[src/rtl/ram_bus_initiator.sv]
// Host master for the 4-bit multiplexed RAM bus: SRC frame (skippable by cache) then I/O frame per request.
// rsp_valid 16 clocks after acceptance (8 on cache hit); requests are only taken in phase 7 of idle/IO frames.
module ram_bus_initiator #(
  parameter int unsigned SRC_CACHE = 1
) (
  input  logic       clock,
  input  logic       reset_n,
  output logic       sync,
  output logic       cmd_n,
  output logic [3:0] data_o,
  output logic       data_en,
  input  logic [3:0] data_i,
  input  logic       req_valid,
  output logic       req_ready,
  input  logic       req_chip,
  input  logic [1:0] req_reg,
  input  logic [3:0] req_char,
  input  logic [3:0] req_op,
  input  logic [3:0] req_wdata,
  output logic       rsp_valid,
  output logic [3:0] rsp_rdata
);

  typedef enum logic [1:0] {
    ST_IDLE,
    ST_SRC,
    ST_IO
  } state_t;

  state_t     state;
  logic [2:0] phase;
  logic [2:0] phase_nx;
  logic       chip_q;
  logic [1:0] reg_q;
  logic [3:0] char_q;
  logic [3:0] op_q;
  logic [3:0] wdata_q;
  logic       cache_vld;
  logic [6:0] cache_key;
  logic       accept;
  logic       cache_hit;
  logic       op_wr;
  logic       op_rd;

  assign phase_nx  = phase + 3'd1;
  assign accept    = req_valid && req_ready;
  assign cache_hit = (SRC_CACHE != 0) && cache_vld &&
                     (cache_key == {req_chip, req_reg, req_char});

  always_comb begin
    op_wr = 1'b0;
    op_rd = 1'b0;
    case (op_q)
      4'h0, 4'h1, 4'h4, 4'h5, 4'h6, 4'h7: op_wr = 1'b1;
      4'h8, 4'h9, 4'hB, 4'hC, 4'hD, 4'hE, 4'hF: op_rd = 1'b1;
      default: ;
    endcase
  end

  // Bus outputs are computed one clock ahead from the upcoming phase; state only
  // changes into phase 0, where every frame type leaves the bus idle.
  always_ff @(posedge clock or negedge reset_n) begin
    if (!reset_n) begin
      state     <= ST_IDLE;
      phase     <= 3'd0;
      sync      <= 1'b0;
      cmd_n     <= 1'b1;
      data_o    <= 4'h0;
      data_en   <= 1'b0;
      req_ready <= 1'b0;
      rsp_valid <= 1'b0;
      rsp_rdata <= 4'h0;
      chip_q    <= 1'b0;
      reg_q     <= 2'd0;
      char_q    <= 4'h0;
      op_q      <= 4'h0;
      wdata_q   <= 4'h0;
      cache_vld <= 1'b0;
      cache_key <= 7'd0;
    end else begin
      phase     <= phase_nx;
      sync      <= (phase_nx == 3'd7);
      req_ready <= (phase_nx == 3'd7) && (state != ST_SRC);
      rsp_valid <= (phase_nx == 3'd7) && (state == ST_IO);
      cmd_n     <= 1'b1;
      data_en   <= 1'b0;
      data_o    <= 4'h0;

      case (state)
        ST_SRC: begin
          if (phase_nx == 3'd6) begin
            cmd_n   <= 1'b0;
            data_en <= 1'b1;
            data_o  <= {1'b0, chip_q, reg_q};
          end else if (phase_nx == 3'd7) begin
            data_en <= 1'b1;
            data_o  <= char_q;
          end
        end
        ST_IO: begin
          if (phase_nx == 3'd4) begin
            cmd_n   <= 1'b0;
            data_en <= 1'b1;
            data_o  <= op_q;
          end else if (phase_nx == 3'd6 && op_wr) begin
            data_en <= 1'b1;
            data_o  <= wdata_q;
          end
        end
        default: ;
      endcase

      if (state == ST_IO && phase == 3'd6) begin
        rsp_rdata <= op_rd ? data_i : 4'h0;
      end

      if (phase == 3'd7) begin
        case (state)
          ST_SRC: begin
            cache_key <= {chip_q, reg_q, char_q};
            cache_vld <= 1'b1;
            state     <= ST_IO;
          end
          default: begin
            if (accept) begin
              chip_q  <= req_chip;
              reg_q   <= req_reg;
              char_q  <= req_char;
              op_q    <= req_op;
              wdata_q <= req_wdata;
              state   <= cache_hit ? ST_IO : ST_SRC;
            end else begin
              state <= ST_IDLE;
            end
          end
        endcase
      end
    end
  end

endmodule

[config.mk]
export PLATFORM = sky130hd
export DESIGN_NAME = ram_bus_initiator
export DESIGN_NICKNAME = d
export VERILOG_FILES = /design/src/rtl/ram_bus_initiator.sv
export SDC_FILE = /design/constraint.sdc
export NUM_CORES = 1
export LEC_CHECK = 0
export ABC_AREA = 0
export CAP_MARGIN = 20
export CELL_PAD_IN_SITES_DETAIL_PLACEMENT = 0
export CELL_PAD_IN_SITES_GLOBAL_PLACEMENT = 2
export CORE_MARGIN = 2
export CORE_UTILIZATION = 37
export CTS_BUF_LIST = sky130_fd_sc_hd__clkbuf_4 sky130_fd_sc_hd__clkbuf_8 sky130_fd_sc_hd__clkbuf_16
export DETAILED_ROUTE_END_ITERATION = 12
export GPL_TIMING_DRIVEN = 0
export PLACE_DENSITY_LB_ADDON = 0.1
export SLEW_MARGIN = 10
export SYNTH_ARGS = -nofsm -noshare
export SYNTH_HDL_FRONTEND = slang
export SYNTH_SLANG_ARGS = --single-unit
[constraint.sdc]
create_clock -name clock -period 2.5 [get_ports clock]
set_input_delay 0.5 -clock clock [delete_from_list [all_inputs] [get_ports clock]]
set_output_delay 0.5 -clock clock [all_outputs]
set_load 0.005 [all_outputs]
==> reports/summary.txt, run 1 <==
Status -> complete, no violations
Worst-skew pair later-pin latency -> 290 ps
Antenna Nets Post-Route -> 0
Fill count -> 441
Top FF cell, synth -> dfrtp_1
Routed length on met3 -> 129 um
Pre-CTS setup slack -> 564 ps
RSZ-0062 raised after global routing -> no
Core Box Area -> 4790 sq um
Slew HR -> 66.3%
Placed wire-length estimate -> 2.79 mm
Die extent in x -> 74.7 um
First-pass GRT wire length -> 5.87 mm
RR Startpoint -> phase[0]
Leading area contributor after synthesis -> dfrtp_1
Final setup violating endpoints -> 0
Synthesis-stage register bit count -> 41
Layout Cells excl Fill -> 247
Clock Root Buffer -> clkbuf_8
Leak Pwr -> 1.09 nW
Syn Nets -> 166
Dpl cell area -> 2300 sq um
DRT Wirelength -> 3.56 mm
P&R area growth vs syn -> 30.6%
Synth cell count leaders -> dfrtp_1, mux2_2, mux2_4, nand2_1, inv_1
Layout cells sized above 1 -> 23.3%
Metal2 WL -> 1.79 mm
Top cells by area, synth -> dfrtp_1, mux2_2, mux2_4
Grt ovf -> 0
Final Core Density -> 50.5%
Row cnt -> 25
Fin. Hold Viols -> 0
N_diodes -> 0
I/O pins -> 35
Clock sink total -> 41
Drt via density -> 4.83
Gr usage total -> 14.4%
Worst Skew -> 6.59 ps
Hold Crit Class -> input port to asynchronous set/reset pin
Register area share after synthesis -> 55.5%
H-tree depth -> 2
Setup crit end kind -> register
Gp weighted congestion -> 0.740
Starting Density -> 38.7%
Largest net degree at the start of global routing -> 23
Initial drt markers -> 52
Final WS setup -> 585 ps
Crit path kind -> register to register
Tcrit/Tclk final -> 76.6%
Setup Buffers After CTS -> 0
Hold Slack -> 173 ps
Total negative slack -> 0 ps
Synth Instances -> 137
Port-buffer cells -> 34
DRT Pass-1 Iters -> 4
Async SR Flop Fraction -> 100%
Number of synthesis warnings -> 0
Post-route DRC -> 0
Worst vdd ir -> 266 uV
Wire length per cell -> 14.4 um
Routed metal-1 wirelength -> 1.60 mm
Die Ht -> 74.7 um
CTS Buffer Depth -> 2
Library cells used by synthesis -> 30
Critical path peak fanout -> 4
Worst setup path start -> phase[0]
Highest metal layer with signal wires -> met4
# hold bufs at CTS -> 0
WP data required -> 2680 ps
Crit path time final -> 1910 ps
Most numerous cell in the Yosys netlist -> dfrtp_1
Syn avg cell area -> 13.5 sq um
Inst Count DP -> 239
PnR Total Power -> 1.51 mW
DR vias -> 1194
Max frequency -> 0.522 GHz
Max-cap violations -> 0
Die area -> 5580 sq um
Syn Std Cell Area -> 1850 sq um
Post-synth EDFFs -> 0
Critical path arrival -> 2100 ps
Num CTS Buffers -> 5
Max-slew violations -> 0
Nets -> 208
Startpoint Class -> register
Post-cts gate resize count -> 0
PD cells -> 624 nW/um^2
Cell area after layout -> 2420 sq um
CTS tree -> done
Worst-Margin Slew -> 505 ps
Initial antenna violation count -> 0
Vias in the first global route -> 1209
Reg2reg setup slack -> 590 ps
Clk pin slew, worst setup/hold paths -> 80 ps
Top cell type's share of synthesized area -> 54.1%
## placed cells by master, fill, tap and decap left out, types with 2 or more instances in the layout
cell type        synthesis  layout
mux2_2                  13      13
nand2_1                  9       9
nand2b_1                 2       2
xnor2_1                  7       7
ha_1                     7       7
o21ai_0                  7       7
o32ai_1                  3       3
mux2i_1                  3       3
dfrtp_1                 40      40
or2b_2                   2       2
a22oi_1                  3       3
buf_6                    2       2
and2b_2                  2       2
nand4_1                  2       2
nand3_1                  4       4
clkbuf_8                 0       6
inv_1                    8       8
nor2b_1                  2       2
mux2_4                   9       9
clkdlybuf4s50_1          0      33
## flip-flops by register name (all words and copies together) (netlist names), 2 cells and up
register   flops
phase          3
rsp_rdata      4
data_o         4
reg_q          2
wdata_q        4
char_q         4
cache_key      7
state          2
op_q           4
## area by class of cell
type	instances	area (sq um)	area share, %
Sequential cell	41	1030	42.5
Inverter	8	30.0	1.24
Multi-Input combinational cell	86	771	31.9
Clock buffer	7	90.1	3.73
Tap cell	67	83.8	3.47
Buffer	2	22.5	0.932
Clock inverter	1	30.0	1.24
Timing Repair Buffer	35	363	15.0
## layer usage
metal / global-route usage, % / up-vias
li1: - / 567
met4: 4.76 / 0
met5: 0 / -
met2: 23.1 / 25
met1: 18.9 / 597
met3: 4.02 / 5
## where the power goes
group          switching (mW)  total (mW)  internal (mW)
Clock                   0.215       0.552          0.336
Combinational          0.0674       0.192          0.125
Sequential             0.0411       0.765          0.723
Total                   0.324        1.51           1.18
## final timing paths
path / endpoint / cells past startpoint
max reg2reg: data_o[2] / 6
min reg2reg: cache_vld / 1
min: phase[2] / 1
min in group clock: cache_vld / 1
max: data_o[2] / 6
max in group asynchronous: cmd_n / 2
## cells by family after synthesis
group,after synthesis,share of synthesized area (%)
fa+ha+maj,7,4.73
flops,41,55.5
compound gates,19,7.10
buf+inv,10,2.84
mux,25,16.8
simple gates,28,9.67
xor+xnor,7,3.31
## critical path, stage by stage, from the launching register on
cell and delay, ps:
dfrtp_1 410, ha_1 240, ha_1 330, nand2b_1 170, and4bb_1 310, a21oi_2 60, o32ai_1 300
Power figures use the tool's default switching activity.
==> inputs of run 2 (changes only) <==
--- a/config.mk
+++ b/config.mk
@@ -10,7 +10,7 @@
 export CELL_PAD_IN_SITES_DETAIL_PLACEMENT = 0
 export CELL_PAD_IN_SITES_GLOBAL_PLACEMENT = 2
 export CORE_MARGIN = 2
-export CORE_UTILIZATION = 37
+export CORE_UTILIZATION = 35
 export CTS_BUF_LIST = sky130_fd_sc_hd__clkbuf_4 sky130_fd_sc_hd__clkbuf_8 sky130_fd_sc_hd__clkbuf_16
 export DETAILED_ROUTE_END_ITERATION = 12
 export GPL_TIMING_DRIVEN = 0
==> constraint.sdc (replaced) <==
create_clock -name clock -period 2 [get_ports clock]
set_input_delay 0.4 -clock clock [delete_from_list [all_inputs] [get_ports clock]]
set_output_delay 0.4 -clock clock [all_outputs]
set_load 0.005 [all_outputs]
==> run 2 against run 1 <==
Net effect:
- setup slack lost 490 ps
- register-to-register slack got worse by 490 ps
- flip-flop and latch count did not move
- worst hold slack got worse by 95 ps
- via count fell by 2.3%
- clock skew hardly changed
- critical endpoint unchanged
==> reports/summary.txt, run 2 (synthesis gave the netlist of run 1 again) <==
Final WS setup -> 100 ps (was 585 ps)
Startpoint Class -> register (unchanged)
Worst-Margin Slew -> 521 ps (was 505 ps)
CP most frequent cell -> ha_1 (unchanged)
Wire length per cell -> 14.7 um (was 14.4 um)
Final Core Density -> 47.0% (was 50.5%)
DR vias -> 1167 (was 1194)
Die area -> 5890 sq um (was 5580 sq um)
Crit-path max cell delay -> 400 ps (was 410 ps)
Inst Count DP -> 242 (was 239)
Gr usage total -> 13.5% (was 14.4%)
Critical path peak fanout -> 4 (unchanged)
Register area -> 1030 sq um (unchanged)
Slowest CP cell -> dfrtp_1 (unchanged)
Antenna Nets Post-Route -> 0 (unchanged)
CTS Buffer Depth -> 2 (unchanged)
Layout cells sized above 1 -> 24.4% (was 23.3%)
Vias in the first global route -> 1238 (was 1209)
Die extent in x -> 76.7 um (was 74.7 um)
Row cnt -> 26 (was 25)
Commonest non-fill, non-tap cell in the layout -> dfrtp_1 (unchanged)
Num CTS Buffers -> 5 (unchanged)
Hold Slack -> 78.7 ps (was 173 ps)
Clk pin slew, worst setup/hold paths -> 80 ps (about the same)
Max reg flops -> 7 (unchanged)
DRT Wirelength -> 3.67 mm (was 3.56 mm)
Hold Crit Class -> input port to asynchronous set/reset pin (unchanged)
Clock Root Buffer -> clkbuf_8 (unchanged)
Pre-CTS setup slack -> 98.0 ps (was 564 ps)
Core Box Area -> 5110 sq um (was 4790 sq um)
Starting Density -> 36.2% (was 38.7%)
# hold bufs at CTS -> 0 (unchanged)
Area of the multi-input gates -> 786 sq um (was 771 sq um)
Reg2reg setup slack -> 100 ps (was 590 ps)
Slew HR -> 65.3% (was 66.3%)
Max-slew violations -> 0 (unchanged)
Fin. Hold Viols -> 0 (unchanged)
Setup crit end kind -> register (unchanged)
CTS tree -> done (unchanged)
N_diodes -> 0 (unchanged)
Nets -> 208 (unchanged)
Critical path arrival -> 2090 ps (was 2100 ps)
Crit path kind -> register to register (unchanged)
Fill count -> 510 (was 441)
Final setup violating endpoints -> 0 (unchanged)
H-tree depth -> 2 (unchanged)
Grt ovf -> 0 (unchanged)
Max frequency -> 0.526 GHz (was 0.522 GHz)
Clock sink total -> 41 (unchanged)
R2R depth -> 6 (unchanged)
Crit-path cells -> ha_1 -> ha_1 -> nand2b_1 -> and4bb_1 -> a21oi_2 -> o32ai_1 (unchanged)
Status -> complete, no violations (unchanged)
Most frequent cells in the layout -> dfrtp_1, clkdlybuf4s50_1, mux2_2 (unchanged)
Worst vdd ir -> 375 uV (was 266 uV)
Drt via density -> 4.67 (was 4.83)
RSZ-0062 raised after global routing -> no (unchanged)
Dpl cell area -> 2300 sq um (about the same)
Die Ht -> 76.7 um (was 74.7 um)
Gp weighted congestion -> 0.734 (was 0.740)
Worst-skew pair later-pin latency -> 290 ps (about the same)
DRT Pass-1 Iters -> 3 (was 4)
Worst Skew -> 6.18 ps (was 6.59 ps)
WP data required -> 2190 ps (was 2680 ps)
Layout Cells excl Fill -> 250 (was 247)
I/O pins -> 35 (unchanged)
P&R area growth vs syn -> 29.8% (was 30.6%)
Crit path time final -> 1900 ps (was 1910 ps)
Port-buffer cells -> 34 (unchanged)
Largest net degree at the start of global routing -> 23 (unchanged)
PD cells -> 715 nW/um^2 (was 624 nW/um^2)
Cell area after layout -> 2400 sq um (was 2420 sq um)
Most flop-heavy register -> cache_key (unchanged)
Placed wire-length estimate -> 2.78 mm (was 2.79 mm)
Post-cts gate resize count -> 0 (unchanged)
RR Startpoint -> phase[0] (unchanged)
Setup Buffers After CTS -> 0 (unchanged)
Post-route DRC -> 0 (unchanged)
Leak Pwr -> 1.08 nW (was 1.09 nW)
Max-cap violations -> 0 (unchanged)
First-pass GRT wire length -> 6.17 mm (was 5.87 mm)
Reg-to-Reg End -> data_o[2] (unchanged)
Initial drt markers -> 56 (was 52)
Initial antenna violation count -> 0 (unchanged)
Tcrit/Tclk final -> 95.0% (was 76.6%)
[run 2: cell count changes in the layout (fill, tap and decap cells not counted)]
cell	before	now
clkinv_2	0	2
o32ai_1	3	1
o32ai_2	0	2
bufinv_16	1	0
clkbuf_4	1	0
clkbuf_8	6	5
clkinvlp_4	0	1
[run 2: worst max-delay path, delay by kind of cell, from the launching register on]
| family | cells | cell delay [ps] |
|---|---|---|
| flops | 1 | 400 |
| compound gates | 2 | 350 |
| simple gates | 2 | 480 |
| fa+ha+maj | 2 | 560 |
[run 2: per-stage QoR]
stage	power [mW]	setup TNS, ps
after detailed placement	1.22	0
after CTS	1.75	0
after global placement	1.20	-19650
after floorplan	1.09	0
final	1.72	0
after global routing	1.82	0
[run 2: worst max-delay path by stage]
| stage | depth (start not counted) | slack (ps) | to | start |
|---|---|---|---|---|
| finish | 6 | 100 | data_o[2] | phase[0] |
| global route | 6 | 6 | data_o[2] | phase[0] |
| CTS | 6 | 80 | data_o[0] | phase[0] |
| detailed placement | 6 | 100 | data_o[0] | phase[0] |
| global placement | 1 | -490 | cache_key[2] | reset_n |
| floorplan | 6 | 280 | data_o[0] | phase[0] |
[run 2: routing by layer]
metal	GRT usage, %	part of all wire (%)
met5	0	0
met4	4.91	1.6
met3	4.35	4.9
met2	21.6	48
met1	17.1	46
[run 2: final cells by class]
type / count / share of cell area [%]
sequential: 41 / 42.8
clock buffer: 5 / 2.86
tap: 70 / 3.65
multi-input combinational: 86 / 32.7
inverter: 8 / 1.25
timing repair buffer: 35 / 15.1
clock inverter: 3 / 0.729
buffer: 2 / 0.938
[run 2: where the power goes]
part | switching (mW) | total [mW] | internal (mW)
logic | 0.0871 | 0.244 | 0.157
clock network | 0.277 | 0.517 | 0.241
registers | 0.0521 | 0.956 | 0.904
==> inputs of run 3 (changes only) <==
--- a/config.mk
+++ b/config.mk
@@ -5,12 +5,12 @@
 export SDC_FILE = /design/constraint.sdc
 export NUM_CORES = 1
 export LEC_CHECK = 0
-export ABC_AREA = 0
+export ABC_AREA = 1
 export CAP_MARGIN = 20
 export CELL_PAD_IN_SITES_DETAIL_PLACEMENT = 0
 export CELL_PAD_IN_SITES_GLOBAL_PLACEMENT = 2
 export CORE_MARGIN = 2
-export CORE_UTILIZATION = 35
+export CORE_UTILIZATION = 30
 export CTS_BUF_LIST = sky130_fd_sc_hd__clkbuf_4 sky130_fd_sc_hd__clkbuf_8 sky130_fd_sc_hd__clkbuf_16
 export DETAILED_ROUTE_END_ITERATION = 12
 export GPL_TIMING_DRIVEN = 0
==> run 3 against run 2 <==
Net effect:
- the flow now finishes with violations (hold timing)
- area after synthesis rose by 4.5%
- largest power group unchanged
- flip-flop and latch count is the same
- clock power up 4.4%
- register-to-register slack better by 150 ps
- core utilization shrank 7.7 points
- clock skew increased by 2.7 ps
- global-route usage shrank 0.21 points
==> reports/summary.txt, run 3 <==
Post-route DRC -> 0 (unchanged)
Placed wire-length estimate -> 3.16 mm (was 2.78 mm)
Register area share after synthesis -> 53.1% (was 55.5%)
PD cells -> 726 nW/um^2 (was 715 nW/um^2)
Layout Cells excl Fill -> 353 (was 250)
Synth cell count leaders -> nand2_1, dfrtp_1, inv_1 (was dfrtp_1, mux2_2, mux2_4, nand2_1, inv_1)
DR vias -> 1494 (was 1167)
WP data required -> 2210 ps (was 2190 ps)
Syn Std Cell Area -> 1930 sq um (was 1850 sq um)
Port-buffer cells -> 34 (unchanged)
Core Box Area -> 6280 sq um (was 5110 sq um)
Row cnt -> 29 (was 26)
Synth Instances -> 233 (was 137)
Most frequent cells in the layout -> nand2_1, dfrtp_1, inv_1 (was dfrtp_1, clkdlybuf4s50_1, mux2_2)
Syn avg cell area -> 8.30 sq um (was 13.5 sq um)
Nets -> 304 (was 208)
Status -> finished with violations (was complete, no violations)
Gp weighted congestion -> 0.675 (was 0.734)
Max reg flops -> 7 (unchanged)
Die area -> 7100 sq um (was 5890 sq um)
Library cells used by synthesis -> 18 (was 30)
Setup crit end kind -> register (unchanged)
Worst-Margin Slew -> 341 ps (was 521 ps)
Met2 Track Usage GR -> 21.3% (was 21.6%)
Worst Skew -> 8.86 ps (was 6.18 ps)
Slew HR -> 77.3% (was 65.3%)
Die extent in x -> 84.3 um (was 76.7 um)
Failing checks -> hold timing
Top cell type's share of synthesized area -> 51.8% (was 54.1%)
CTS Buffer Depth -> 2 (unchanged)
Final setup violating endpoints -> 0 (unchanged)
Most flop-heavy register -> cache_key (unchanged)
Drt via density -> 4.23 (was 4.67)
Hold Slack -> -0.788 ps (was 78.7 ps)
Synth Area in XOR/XNOR -> 0% (was 3.31%)
Setup Buffers After CTS -> 0 (unchanged)
Post-Synth Adder-Cell Area -> 4.53% (was 4.73%)
Clk pin slew, worst setup/hold paths -> 80 ps (about the same)
Syn Nets -> 262 (was 166)
Antenna Nets Post-Route -> 0 (unchanged)
Die Ht -> 84.3 um (was 76.7 um)
Startpoint Class -> register (unchanged)
Post-cts gate resize count -> 0 (unchanged)
M1 GR Usage -> 17.4% (was 17.1%)
Grt ovf -> 0 (unchanged)
RSZ-0062 raised after global routing -> no (unchanged)
Crit path kind -> register to register (unchanged)
Num CTS Buffers -> 5 (unchanged)
Crit path time final -> 1750 ps (was 1900 ps)
H-tree depth -> 2 (unchanged)
CTS tree -> done (unchanged)
Fin. Hold Viols -> 3 (was 0)
Worst vdd ir -> 384 uV (was 375 uV)
Gr usage total -> 13.3% (was 13.5%)
Layout cells sized above 1 -> 8.33% (was 24.4%)
Leak Pwr -> 1.24 nW (was 1.08 nW)
Synth Area in Compound Gates -> 8.48% (was 7.10%)
Largest family of logic cells by synthesized area -> simple AND/OR/NAND/NOR gates (was multiplexers)
Simple-Gate Fraction of Synth Area -> 23.9% (was 9.67%)
Worst-skew pair later-pin latency -> 290 ps (about the same)
Mux share of post-synthesis cell area -> 0% (was 16.8%)
# hold bufs at CTS -> 0 (unchanged)
R2R depth -> 7 (was 6)
Async SR Flop Fraction -> 100% (unchanged)
Final Core Density -> 39.4% (was 47.0%)
Critical path peak fanout -> 6 (was 4)
P&R area growth vs syn -> 27.8% (was 29.8%)
First-pass GRT wire length -> 7.41 mm (was 6.17 mm)
I/O pins -> 35 (unchanged)
DRT Wirelength -> 4.10 mm (was 3.67 mm)
Clock sink total -> 41 (unchanged)
Vias in the first global route -> 1600 (was 1238)
Commonest non-fill, non-tap cell in the layout -> nand2_1 (was dfrtp_1)
Global route hottest layer -> met2 (unchanged)
Most numerous cell in the Yosys netlist -> nand2_1 (was dfrtp_1)
Leading area contributor after synthesis -> dfrtp_1 (unchanged)
Initial antenna violation count -> 0 (unchanged)
Inst Count DP -> 345 (was 242)
Post-synth EDFFs -> 0 (unchanged)
Hold Crit Class -> input port to asynchronous set/reset pin (unchanged)
Tcrit/Tclk final -> 87.5% (was 95.0%)
Number of synthesis warnings -> 0 (unchanged)
Max-cap violations -> 0 (unchanged)
Clock Root Buffer -> clkbuf_8 (unchanged)
Top FF cell, synth -> dfrtp_1 (unchanged)
DRT Pass-1 Iters -> 4 (was 3)
Synthesis-stage register bit count -> 41 (unchanged)
Total negative slack -> 0 ps (unchanged)
Critical path arrival -> 1960 ps (was 2090 ps)
Largest net degree at the start of global routing -> 29 (was 23)
Top cells by area, synth -> dfrtp_1, nand2_1, inv_1 (was dfrtp_1, mux2_2, mux2_4)
Wire length per cell -> 11.6 um (was 14.7 um)
Dpl cell area -> 2380 sq um (was 2300 sq um)
N_diodes -> 0 (unchanged)
Max frequency -> 0.571 GHz (was 0.526 GHz)
Max-slew violations -> 0 (unchanged)
Cell area after layout -> 2470 sq um (was 2400 sq um)
Starting Density -> 30.8% (was 36.2%)
Initial drt markers -> 47 (was 56)
M3 GR Usage -> 3.15% (was 4.35%)
[run 3: cell types whose count changed after synthesis, moves of 9 or more]
cell,previous run,this run
mux2_2,13,0
nand3_1,4,15
nand2_1,9,82
o21ai_0,7,22
inv_1,8,39
mux2_4,9,0
[run 3: final timing paths]
kind | start | endpoint | slack (ps)
worst max-delay path | phase[0] | data_o[3] | 250
worst min-delay path | reset_n | op_q[0] | -0.8
worst max register to register | phase[0] | data_o[3] | 250
worst min register to register | cache_vld | cache_vld | 460
max in group asynchronous | reset_n | cmd_n | 1470
min in group clock | cache_vld | cache_vld | 460
[run 3: where the power goes]
part           leakage, nW  internal (mW)  switching (mW)
clock network       0.0484          0.256           0.284
logic                0.674          0.136           0.140
registers            0.519          0.924          0.0558
[run 3: worst max-delay path: stages, from the launching register on]
cell and delay (ps):
dfrtp_1 410, ha_1 230, ha_1 370, nor2_4 210
nand3_1 110, nand2_2 120, nand3_1 80, a21oi_1 150
[run 3: cell families (layout without fill, tap and decap cells)]
kind of cell / after synthesis / count (layout)
AO/OA/AOI/OAI: 32 / 32
adder cells (fa/ha/maj): 7 / 7
buffers and inverters: 44 / 87
flip-flops: 41 / 41
AND/OR/NAND/NOR: 109 / 109
[run 3: per-stage QoR]
stage / power [mW] / setup WS [ps]
after global routing: 1.93 / 85.4
after CTS: 1.83 / 209
final: 1.80 / 249
after floorplan: 1.13 / 462
after global placement: 1.27 / -624
after detailed placement: 1.28 / 235
[run 3: final cells by class]
class,instances,area (sq um)
fillers,657,3810
flip-flops and latches,41,1030
multi-input cells,148,714
repair buffers,35,355
inverters,40,150
well taps,77,96.3
clock buffers,6,76.3
plain buffers,4,41.3
clock inverters,2,10.0
[run 3: per-layer routing]
layer	wire length [um]	part of all wire (%)	up-vias
li1	-	-	795
met3	157	3.8	5
met2	1820	44	22
met4	58	1.4	0
met1	2070	50	672
met5	0	0	-
